===== src/rtl/instr_fetch_unit.sv =====
// Instruction-fetch stage: owns the PC, issues single outstanding requests to
// instruction memory, holds the fetched word for IF/ID, and tracks redirects
// that arrive while a request is still outstanding.
module instr_fetch_unit #(
  parameter logic [31:0] RESET_PC = 32'h0000_0000
) (
  input  logic        clk_i,
  input  logic        rst_i,
  input  logic        start_i,
  input  logic        hazardDetected_i,
  input  logic        branchTaken_i,
  input  logic [31:0] branchTarget_i,
  output logic        memReq_o,
  output logic [31:0] memAddr_o,
  input  logic        memAck_i,
  input  logic [31:0] memData_i,
  output logic [31:0] instr_o,
  output logic [31:0] instrAddr_o,
  output logic        fetchStall_o
);

  localparam int unsigned XLEN = 32;

  typedef enum logic [1:0] {
    IDLE  = 2'd0,
    FETCH = 2'd1,
    READY = 2'd2
  } state_e;

  state_e            state_q, state_d;
  logic [XLEN-1:0]   pc_q, pc_d;
  logic [XLEN-1:0]   instr_q, instr_d;
  logic [XLEN-1:0]   instr_addr_q, instr_addr_d;
  logic              redir_pending_q, redir_pending_d;
  logic [XLEN-1:0]   redir_target_q, redir_target_d;
  logic [XLEN-1:0]   branch_tgt;

  // Redirect targets are always word aligned
  assign branch_tgt = branchTarget_i & ~XLEN'(32'h3);

  // Request and stall are pure decodes of the current state so reset drops them at once
  assign memReq_o     = (state_q == FETCH);
  assign memAddr_o    = pc_q;
  assign fetchStall_o = (state_q != READY);
  assign instr_o      = instr_q;
  assign instrAddr_o  = instr_addr_q;

  // State and datapath registers
  always_ff @(posedge clk_i or negedge rst_i) begin
    if (!rst_i) begin
      state_q         <= IDLE;
      pc_q            <= RESET_PC;
      instr_q         <= '0;
      instr_addr_q    <= '0;
      redir_pending_q <= 1'b0;
      redir_target_q  <= '0;
    end else begin
      state_q         <= state_d;
      pc_q            <= pc_d;
      instr_q         <= instr_d;
      instr_addr_q    <= instr_addr_d;
      redir_pending_q <= redir_pending_d;
      redir_target_q  <= redir_target_d;
    end
  end

  // Next-state and datapath update logic
  always_comb begin
    state_d         = state_q;
    pc_d            = pc_q;
    instr_d         = instr_q;
    instr_addr_d    = instr_addr_q;
    redir_pending_d = redir_pending_q;
    redir_target_d  = redir_target_q;

    case (state_q)
      IDLE: begin
        if (start_i) begin
          state_d = FETCH;
        end
      end

      FETCH: begin
        if (memAck_i) begin
          if (branchTaken_i) begin
            // Returned word belongs to the wrong path; refetch from the new target
            pc_d            = branch_tgt;
            redir_pending_d = 1'b0;
          end else if (redir_pending_q) begin
            pc_d            = redir_target_q;
            redir_pending_d = 1'b0;
          end else begin
            instr_d      = memData_i;
            instr_addr_d = pc_q;
            state_d      = READY;
          end
        end else if (branchTaken_i) begin
          // Address must stay stable until ack, so remember the redirect for later
          redir_pending_d = 1'b1;
          redir_target_d  = branch_tgt;
        end
      end

      READY: begin
        if (branchTaken_i) begin
          pc_d    = branch_tgt;
          state_d = FETCH;
        end else if (!hazardDetected_i) begin
          pc_d    = pc_q + XLEN'(4);
          state_d = FETCH;
        end
      end

      default: begin
        state_d = IDLE;
      end
    endcase
  end

endmodule


===== config.mk =====
export PLATFORM = sky130hd
export DESIGN_NAME = instr_fetch_unit
export DESIGN_NICKNAME = d
export VERILOG_FILES = /design/src/rtl/instr_fetch_unit.sv
export SDC_FILE = /design/constraint.sdc
export NUM_CORES = 1
export LEC_CHECK = 0
export ABC_AREA = 0
export CAP_MARGIN = 10
export CELL_PAD_IN_SITES_DETAIL_PLACEMENT = 0
export CELL_PAD_IN_SITES_GLOBAL_PLACEMENT = 1
export CORE_MARGIN = 3
export CORE_UTILIZATION = 41
export CTS_BUF_LIST = sky130_fd_sc_hd__clkbuf_8
export DETAILED_ROUTE_END_ITERATION = 7
export PLACE_DENSITY_LB_ADDON = 0.1
export SYNTH_ARGS = -nofsm -noshare
export SYNTH_HDL_FRONTEND = slang
export SYNTH_SLANG_ARGS = --single-unit
export TNS_END_PERCENT = 10

===== constraint.sdc =====
create_clock -name clk_i -period 6.3 [get_ports clk_i]
set_input_delay 0.63 -clock clk_i [delete_from_list [all_inputs] [get_ports clk_i]]
set_output_delay 0.63 -clock clk_i [all_outputs]
set_load 0.02 [all_outputs]

==> After elaboration in Yosys (flattened, before gate mapping) <==
Cells that the tools add are included.
{ "word_totals": {"output_inout_bits": 98, "in_bits": 70, "word_cells": 42, "regBits": 129} }
{ "classes": {"bitwise_logic": 3, "n_reduce_logical": 8, "eq_ne": 9, "muxes": 15, "addsub": 1} }
{ "ops": {"columns": ["operator", "n"], "rows": [
  ["$mux 32", 5],
  ["$pmux 32 s2", 1],
  ["$add 32x3->32 const B", 1],
  ["$mux 2", 6],
  ["$ne 2x2->1 const B", 4],
  ["$reduce_and 4->1", 2],
  ["$pmux 2 s3", 1],
  ["$reduce_and 5->1", 1],
  ["$reduce_bool 2->1", 2],
  ["$ne 3x2->1 const B", 1],
  ["$ne 3x3->1 const B", 1],
  ["$not 1->1", 3],
  ["$reduce_and 3->1", 1],
  ["$eq 2x1->1 const B", 1],
  ["$eq 2x2->1 const B", 1],
  ["$logic_not 2->1", 1],
  ["$mux 1", 2],
  ["$ne 2x1->1 const B", 1],
  ["$reduce_and 2->1", 1]
]} }

==> Logic depth before layout (Yosys ltp) <==
Gate-level depths: netlist (run 1).
{ "depth": {"depth_word": 4, "depth_mapped": 11, "ltp_nobuf": 7} }

==> Worst setup path before layout (run 1) <==
Ideal clock, no wire load.
{ "synth_path": {"path_kind": "input port to flip-flop", "startpoint": "input branchTaken_i", "endpoint": "register pc_q[24], in the netlist memAddr_o[24]", "arrival_time_ns": 1.989, "required_ns": 6.169, "path_buffers": 2, "slack_ns": 4.180, "setup_time_ns": 0.131, "stages": 6, "cell_sequence": "clkbuf_1 -> o21ai_0 -> a221oi_2 -> clkbuf_1 -> o21ai_0 -> o2bb2ai_1"} }
{ "synth_between": {"elab_chain_len": 3, "elab_cells_between_ends": 7, "cone_classes": "2 x eq/ne; 4 x mux; 1 x reduce/logical"} }
{ "synth_lines": {"columns": ["element", "line", "text"], "rows": [
  ["start: declaration", "11", "input logic branchTaken_i,"],
  ["$mux 32", "85", "if (branchTaken_i) begin"],
  ["$mux 32", "84", "if (memAck_i) begin"],
  ["$pmux 32 s2", "76", "case (state_q)"],
  ["end signal: assignment", "59", "pc_q <= pc_d;"],
  ["end: declaration", "31", "logic [XLEN-1:0] pc_q, pc_d;"]
]} }
Several ways; a longest one is shown, not always the timed one. The select of a mux whose other input is x is not followed.
A chain may end at the register's enable or synchronous reset.

==> Worst setup path after layout (run 1) <==
{ "layout_path": {"startpoint": "input branchTaken_i", "endpoint": "register pc_q[20], in the netlist memAddr_o[20]"} }
Same word-level chain as after synthesis.

==> results of run 1 <==
how the worst max path moves through the flow:
stage                  startpoint       endpoint  depth (start not counted)  slack (ns)
finish              branchTaken_i  memAddr_o[20]                          7        2.84
global route        branchTaken_i  memAddr_o[26]                          6        2.65
CTS                 branchTaken_i  memAddr_o[26]                          6        2.91
detailed placement  branchTaken_i  memAddr_o[26]                          6        2.44
global placement    branchTaken_i  memAddr_o[26]                          6        2.49
floorplan           branchTaken_i  memAddr_o[24]                          6        4.18
layout make-up:
type,count,area (µm²)
Fill cell,1153,5602
Tap cell,176,220.2
Sequential cell,125,3128
Timing Repair Buffer,168,1662
Clock inverter,9,91.34
Clock buffer,23,316.6
Multi-Input combinational cell,332,2516
Inverter,6,22.52
where the power goes:
group / total [mW] / switching (mW) / internal, mW
logic: 2.11 / 1.04 / 1.07
clock network: 0.712 / 0.303 / 0.408
registers: 1.55 / 0.333 / 1.21
synth_stat cells, types with 8 or more instances:
master      n  area, µm²
a22o_1     10      87.58
nand3_1     8      40.04
dfrtp_1   125       3128
clkbuf_1   22      82.58
a21oi_1    43      215.2
o21ai_0    18      90.09
buf_2       9      45.04
nand2_1    27      101.4
nand4_1    10      62.56
nor2_1     25      93.84
mux2_2     92       1036
registers in the layout (all words and copies together) (netlist names):
signal,count
redir_target_q,30
state_q,2
instrAddr_o,30
redir_pending_q,1
memAddr_o,30
instr_o,32
stage by stage:
stage	setup slack (ns)	utilization	hold WS (ns)	instances
2_1_floorplan	4.180	-	0.3344	501
4_1_cts	2.906	0.5868	0.2654	839
5_1_grt	2.647	0.5868	0.2903	839
3_3_place_gp	2.487	0.5568	0.4854	807
3_5_place_dp	2.437	0.5568	0.4944	807
6_report	2.843	0.5868	0.2525	839
metal layers:
metal  vias to the layer above  track usage  wire (µm)
met5                         -            0          0
met4                         0      0.06122        200
met3                        14      0.05672       1016
met2                       150       0.3284       7578
met1                      2322       0.2593       6681
li1                       2155            -          -
cell families after synthesis:
kind of cell,Yosys count
simple gates,102
flops,125
xor+xnor,2
fa+ha+maj,4
mux,93
buf+inv,44
other cells,1
compound gates,127
==> impl_metrics.toml, run 1 <==
[yosys]
yosysWarnings = 0
synth_ff_type = "dfrtp_1"
synth_xor_area_frac = 0.003010
synth_cells = 498
synth_compound_area_frac = 0.1464
ys_seq_area_frac = 0.5375
synth.cell_area_um2 = 5819
yosys.area_share.simple = 0.08987
synth_edf_count = 0
synth_top_family_by_area = "multiplexers"
synthAdderAreaFrac = 0.008600
synth_cell_types = 52
synth.area.mux_share = 0.1797
ys_seq_elements = 125
avgSynthCellArea_um2 = 11.69
synth-async-reset-ratio = 1.000

[floorplanning]
die_x_um = 125.1
num_rows = 42
die_h_um = 125.1
coreArea_um2 = 13560
dieArea_um2 = 15660
start_util = 0.4292
ioPinCount = 168

[critical_path]
start_kind = "input port"
ff2ff_setup_slack_ns = 3.34
timing.rr.end = "memAddr_o[26]"
path_class = "in2reg"
max_stage_delay_ns = 0.81
cp.required_ns = 6.60
worstPathMaxFanout = 23
worstReg2RegStart = "state_q[0]"
critPathArrivalTime_ns = 3.76
crit_slowest_cell = "clkdlybuf4s50_1"
critPathCaptureType = "flip-flop"
critPathBufInv = 3
cp_top_family = "buffers and inverters"
r2r_cells = 7
cp_cell_sequence = "clkdlybuf4s50_1 -> buf_4 -> inv_1 -> nand2_1 -> or4_1 -> o221ai_1 -> a21oi_1"

[detailed_routing]
wl_per_cell_um = 18.45
drtIter0Drc = 343
dr.pass1.iters = 4
ant_nets = 0
vias_per_cell = 5.532
vias = 4641
finalWirelength_mm = 15.48
drt_drc_violations_left = 0

[clocking]
htree_levels = 4
root_buffer = "clkbuf_8"
cts_tree = "done"
cts_resized = 0
cts_sinks = 125
clk_latency_ns = 0.43
cts_hold_buf = 0
cts_setup_buffers = 0
path_clk_slew_ns = 0.07
cts_buffer_depth = 2
numCtsBuffers = 17

[global_route]
antenna_found_initial = 0
grt_max_degree = 69
grt_pass1_vias = 4816
overflow = 0
grt_pass1_wl_mm = 25.13
grt_util_all_layers = 0.2003

[finish]
layout_commonest_cell = "clkdlybuf4s50_1"
final_cell_mix = "160 x clkdlybuf4s50_1, 125 x dfrtp_1, 92 x mux2_2, 43 x a21oi_1, 27 x nand2_1"
syn_to_final_growth_pct = 36.72
drive_gt1_frac = 0.2051
antenna_cells = 0
fin_area_um2 = 7956
nets = 724

[job]
cap_violations = 0

[sta]
rsz0062_at_grt = "false"
fmax_mhz = 289.3
relSlewSlack = 0.1813
layout_min_cycle_time_ns = 3.457
maxSlewViolCount = 0
fin_tns_setup_ns = 0
finalHoldViolCount = 0
fin_crit_sh = 0.5487
setup_viol = 0
tightest_slew_ns = 1.217
fin_worst_skew_ns = 0.008170

[hold_path]
hp-class = "in2async"

[status]
outcome = "finished clean"

[placed_design]
hpwl_mm = 10.71
placed_area_um2 = 7548
gp_congestion = 0.8316
portBuffers = 161

[pwr]
cellLeakagePower_nw = 3.254
total_power_mw = 4.369
max-vdd-ir-drop_mv = 0.2773
p_per_area_nw_per_um2 = 549.2
Power figures use the tool's default switching activity.
==> inputs of run 2 (changes only) <==
Settings changed: CORE_UTILIZATION 41 to 38.
Clock period 6.3 ns to 3.25 ns, I/O delays scaled along.
==> impl_metrics.toml, run 2 (synthesis gave the netlist of run 1 again) <==
[finish]
drive_gt1_frac = 0.2136
layout_commonest_cell = "clkdlybuf4s50_1"
largest_reg_flops = 32
nets = 735
fin_area_um2 = 8046
syn_to_final_growth_pct = 38.27
final_cell_mix = "160 x clkdlybuf4s50_1, 125 x dfrtp_1, 92 x mux2_2, 43 x a21oi_1, 27 x nand2_1"
antenna_cells = 0

[clocking]
root_buffer = "clkbuf_8"
clk_latency_ns = 0.43
cts_setup_buffers = 0
cts_buffer_depth = 2
cts_tree = "done"
htree_levels = 4
path_clk_slew_ns = 0.07
numCtsBuffers = 17
cts_resized = 0
cts_sinks = 125
cts_hold_buf = 1

[critical_path]
max_stage_delay_ns = 0.56
crit_slowest_cell = "clkdlybuf4s50_1"
worstPathMaxFanout = 24
critPathArrivalTime_ns = 2.09
cpMostUsedCell = "inv_1"
cp.required_ns = 2.92
start_kind = "flip-flop"
cp_cell_sequence = "inv_1 -> ha_1 -> buf_4 -> inv_1 -> clkdlybuf4s50_1"
path_class = "reg2out"
critPathCaptureType = "output port"

[pwr]
cellLeakagePower_nw = 3.305
p_per_area_nw_per_um2 = 1056
max-vdd-ir-drop_mv = 0.5105

[job]
cap_violations = 0

[global_route]
grt_max_degree = 74
overflow = 0
grt_pass1_vias = 4694
grt_util_all_layers = 0.1905
grt_pass1_wl_mm = 24.92
antenna_found_initial = 0

[sta]
finalHoldViolCount = 0
rsz0062_at_grt = "false"
maxSlewViolCount = 0
fin_tns_setup_ns = 0
fmax_mhz = 413.6
setup_viol = 0
relSlewSlack = 0.5233
fin_crit_sh = 0.7440
layout_min_cycle_time_ns = 2.418
fin_worst_skew_ns = 0.007223
tightest_slew_ns = 0.7151

[detailed_routing]
ant_nets = 0
wl_per_cell_um = 18.27
drtIter0Drc = 304
dr.pass1.iters = 5
vias_per_cell = 5.521
finalWirelength_mm = 15.68
drt_drc_violations_left = 0
vias = 4737

[placed_design]
placed_area_um2 = 7646
portBuffers = 161
hpwl_mm = 11.11
gp_congestion = 0.8669

[floorplanning]
start_util = 0.3944
die_h_um = 129.8
num_rows = 44
ioPinCount = 168
dieArea_um2 = 16840
coreArea_um2 = 14750
die_x_um = 129.8

[status]
outcome = "finished clean"

[hold_path]
hp-class = "in2async"
run 2: changes by cell type in the layout (fill, tap and decap cells not counted):
cell	change
buf_12	+1
buf_4	+9
clkbuf_8	-2
clkinv_2	-1
clkinvlp_4	+1
dlygate4sd3_1	+1
inv_1	+2
run 2: report_power, final:
part	internal (mW)	switching [mW]
sequential	2.35	0.643
combinational	2.12	2.05
clock	0.745	0.582
total	5.22	3.27
run 2: area by class of cell:
class | instances | area [µm²]
flip-flops and latches | 125 | 3128
inverters | 6 | 22.52
clock buffers | 21 | 289.0
multi-input cells | 332 | 2516
clock inverters | 11 | 101.3
fillers | 1287 | 6708
well taps | 184 | 230.2
repair buffers | 179 | 1759
run 2: worst paths after layout:
check / slack (ns) / start / to / cells past startpoint
min in group clk_i: 0.50 / instrAddr_o[31] / instrAddr_o[31] / 1
setup / recovery: 0.83 / state_q[0] / fetchStall_o / 5
hold / removal: 0.50 / rst_i / state_q[0] / 2
max in group asynchronous: 1.91 / rst_i / memAddr_o[29] / 3
setup reg to reg: 0.88 / memAddr_o[2] / memAddr_o[30] / 6
hold reg to reg: 0.50 / instrAddr_o[31] / instrAddr_o[31] / 1
run 2: through the flow:
step | total power [mW] | setup slack (ns) | instances | util | hold slack (ns)
2_1_floorplan | 5.339 | 1.132 | 501 | - | 0.02941
3_3_place_gp | 7.122 | 0.5395 | 825 | 0.5182 | 0.4203
3_5_place_dp | 7.228 | 0.4914 | 825 | 0.5182 | 0.4297
4_1_cts | 8.603 | 0.7813 | 858 | 0.5454 | 0.4676
5_1_grt | 9.079 | 0.6758 | 858 | 0.5454 | 0.4712
6_report | 8.495 | 0.8321 | 858 | 0.5454 | 0.4974
run 2: critical path: cells and delay by family, from the launching register on:
kind	cells	cell delay (ns)
buffers and inverters	4	1.09
DFF	1	0.38
adders and majority gates	1	0.18
run 2: layer usage:
layer / global-route usage / up-vias / part of all wire
met1: 0.2511 / 2368 / 0.43
met3: 0.06263 / 20 / 0.068
met5: 0 / - / 0
met4: 0.06357 / 0 / 0.017
met2: 0.2981 / 167 / 0.49
li1: - / 2182 / -
==> inputs of run 3 (changes only) <==
Settings changed: CORE_UTILIZATION 38 to 35.
Clock period 3.25 ns to 2 ns, I/O delays scaled along.
==> impl_metrics.toml, run 3 (synthesis gave the netlist of run 1 again) <==
[status]
outcome = "finished clean"

[finish]
syn_to_final_growth_pct = 47.80
largest_reg_flops = 32
drive_gt1_frac = 0.2833
layout_commonest_cell = "clkdlybuf4s50_1"
nets = 781
final_cell_mix = "158 x clkdlybuf4s50_1, 121 x dfrtp_1, 92 x mux2_2, 56 x buf_4, 43 x a21oi_1"
utilization = 0.5356
antenna_cells = 0

[clocking]
root_buffer = "clkbuf_8"
cts_setup_buffers = 0
numCtsBuffers = 17
cts_sinks = 125
clk_latency_ns = 0.44
htree_levels = 4
cts_tree = "done"
path_clk_slew_ns = 0.08
cts_buffer_depth = 2

[critical_path]
critPathArrivalTime_ns = 1.73
timing.rr.end = "memAddr_o[30]"
crit_path_start = "state_q[0]"
worstPathMaxFanout = 10
cp_cell_sequence = "inv_1 -> ha_1 -> buf_4 -> inv_1 -> clkdlybuf4s15_1"
ff2ff_setup_slack_ns = 0.08
path_class = "reg2out"
max_stage_delay_ns = 0.36
cpMostUsedCell = "inv_1"
worstReg2RegStart = "memAddr_o[2]"
critPathCaptureType = "output port"
cp.required_ns = 1.80
start_kind = "flip-flop"
crit_slowest_cell = "dfrtp_1"
r2r_cells = 6

[job]
cap_violations = 0

[pwr]
cellLeakagePower_nw = 3.549
max-vdd-ir-drop_mv = 0.8702
p_per_area_nw_per_um2 = 1729

[detailed_routing]
dr.pass1.iters = 4
drt_drc_violations_left = 0
drtIter0Drc = 227
vias = 4830
vias_per_cell = 5.160
ant_nets = 0
wl_per_cell_um = 17.88
finalWirelength_mm = 16.74

[sta]
maxSlewViolCount = 0
tightest_slew_ns = 0.6290
fin_crit_sh = 0.9637
rsz0062_at_grt = "true"
fmax_mhz = 518.8
finalHoldViolCount = 0
setup_slack_ns = 0.07261
relSlewSlack = 0.5791
setup_viol = 0
fin_worst_skew_ns = 0.01143
layout_min_cycle_time_ns = 1.927

[floorplanning]
coreArea_um2 = 16060
die_h_um = 134.9
ioPinCount = 168
dieArea_um2 = 18210
num_rows = 46
die_x_um = 134.9
start_util = 0.3624

[placed_design]
portBuffers = 161
pre_cts_ws_ns = -0.08224
hpwl_mm = 12.23
gp_congestion = 0.8171

[global_route]
grt_pass1_wl_mm = 26.68
antenna_found_initial = 0
overflow = 0
grt_max_degree = 49
grt_util_all_layers = 0.1874
grt_pass1_vias = 5022

[hold_path]
hp-class = "in2async"
==> run 3: layout make-up <==
type / instances / area, µm²
fill: 1445 / 7457
sequential: 125 / 3133
multi-input combinational: 332 / 2531
timing repair buffer: 225 / 2192
tap: 216 / 270.3
clock buffer: 19 / 261.5
clock inverter: 13 / 190.2
inverter: 6 / 22.52
==> run 3: worst max-delay path: cells and delay by family (launching register included) <==
kind       cells  cell delay [ns]
buf+inv        4             0.70
flops          1             0.36
fa+ha+maj      1             0.21
==> run 3: metal layers <==
layer  track usage  up-vias  wire [µm]
met5             0        -          0
li1              -     2269          -
met3       0.04620       19        880
met2        0.3085      139       8325
met1        0.2429     2403       7285
met4       0.06327        0        246
==> run 3: worst max-delay path by stage <==
stage	slack, ns	cells after the start	end
after floorplan	-0.02	7	memAddr_o[28]
after global placement	-0.06	7	memAddr_o[26]
after detailed placement	-0.08	7	memAddr_o[26]
after CTS	0.005	5	fetchStall_o
after global routing	-0.05	5	fetchStall_o
final	0.07	5	fetchStall_o
==> run 3: where the power goes <==
group / internal, mW / total (mW) / leakage (nW) / switching [mW]
logic: 4.01 / 7.82 / 1.84 / 3.81
clock network: 1.43 / 2.50 / 0.214 / 1.07
registers: 3.83 / 4.56 / 1.49 / 0.728
total: 9.27 / 14.9 / 3.55 / 5.60
==> run 3: repair_timing <==
item                                   CTS  global route
hold buffers                             1             0
pin swaps                                0             1
resized for setup                        4             6
setup endpoints to repair                4            18
endpoints found under the hold margin   31             0
==> run 3: per-stage QoR <==
stage / TNS, ns / hold WS [ns] / power (mW) / cells / cell area (µm²)
after global routing: -0.1921 / 0.2844 / 15.84 / 936 / 8601
after CTS: 0 / 0.2558 / 15.06 / 936 / 8586
after floorplan: -0.9342 / -0.09559 / 8.717 / 501 / 5849
final: 0 / 0.2617 / 14.87 / 936 / 8601
after detailed placement: -0.5074 / 0.2022 / 12.49 / 903 / 8124
after global placement: -0.1841 / 0.2003 / 12.31 / 903 / 8124
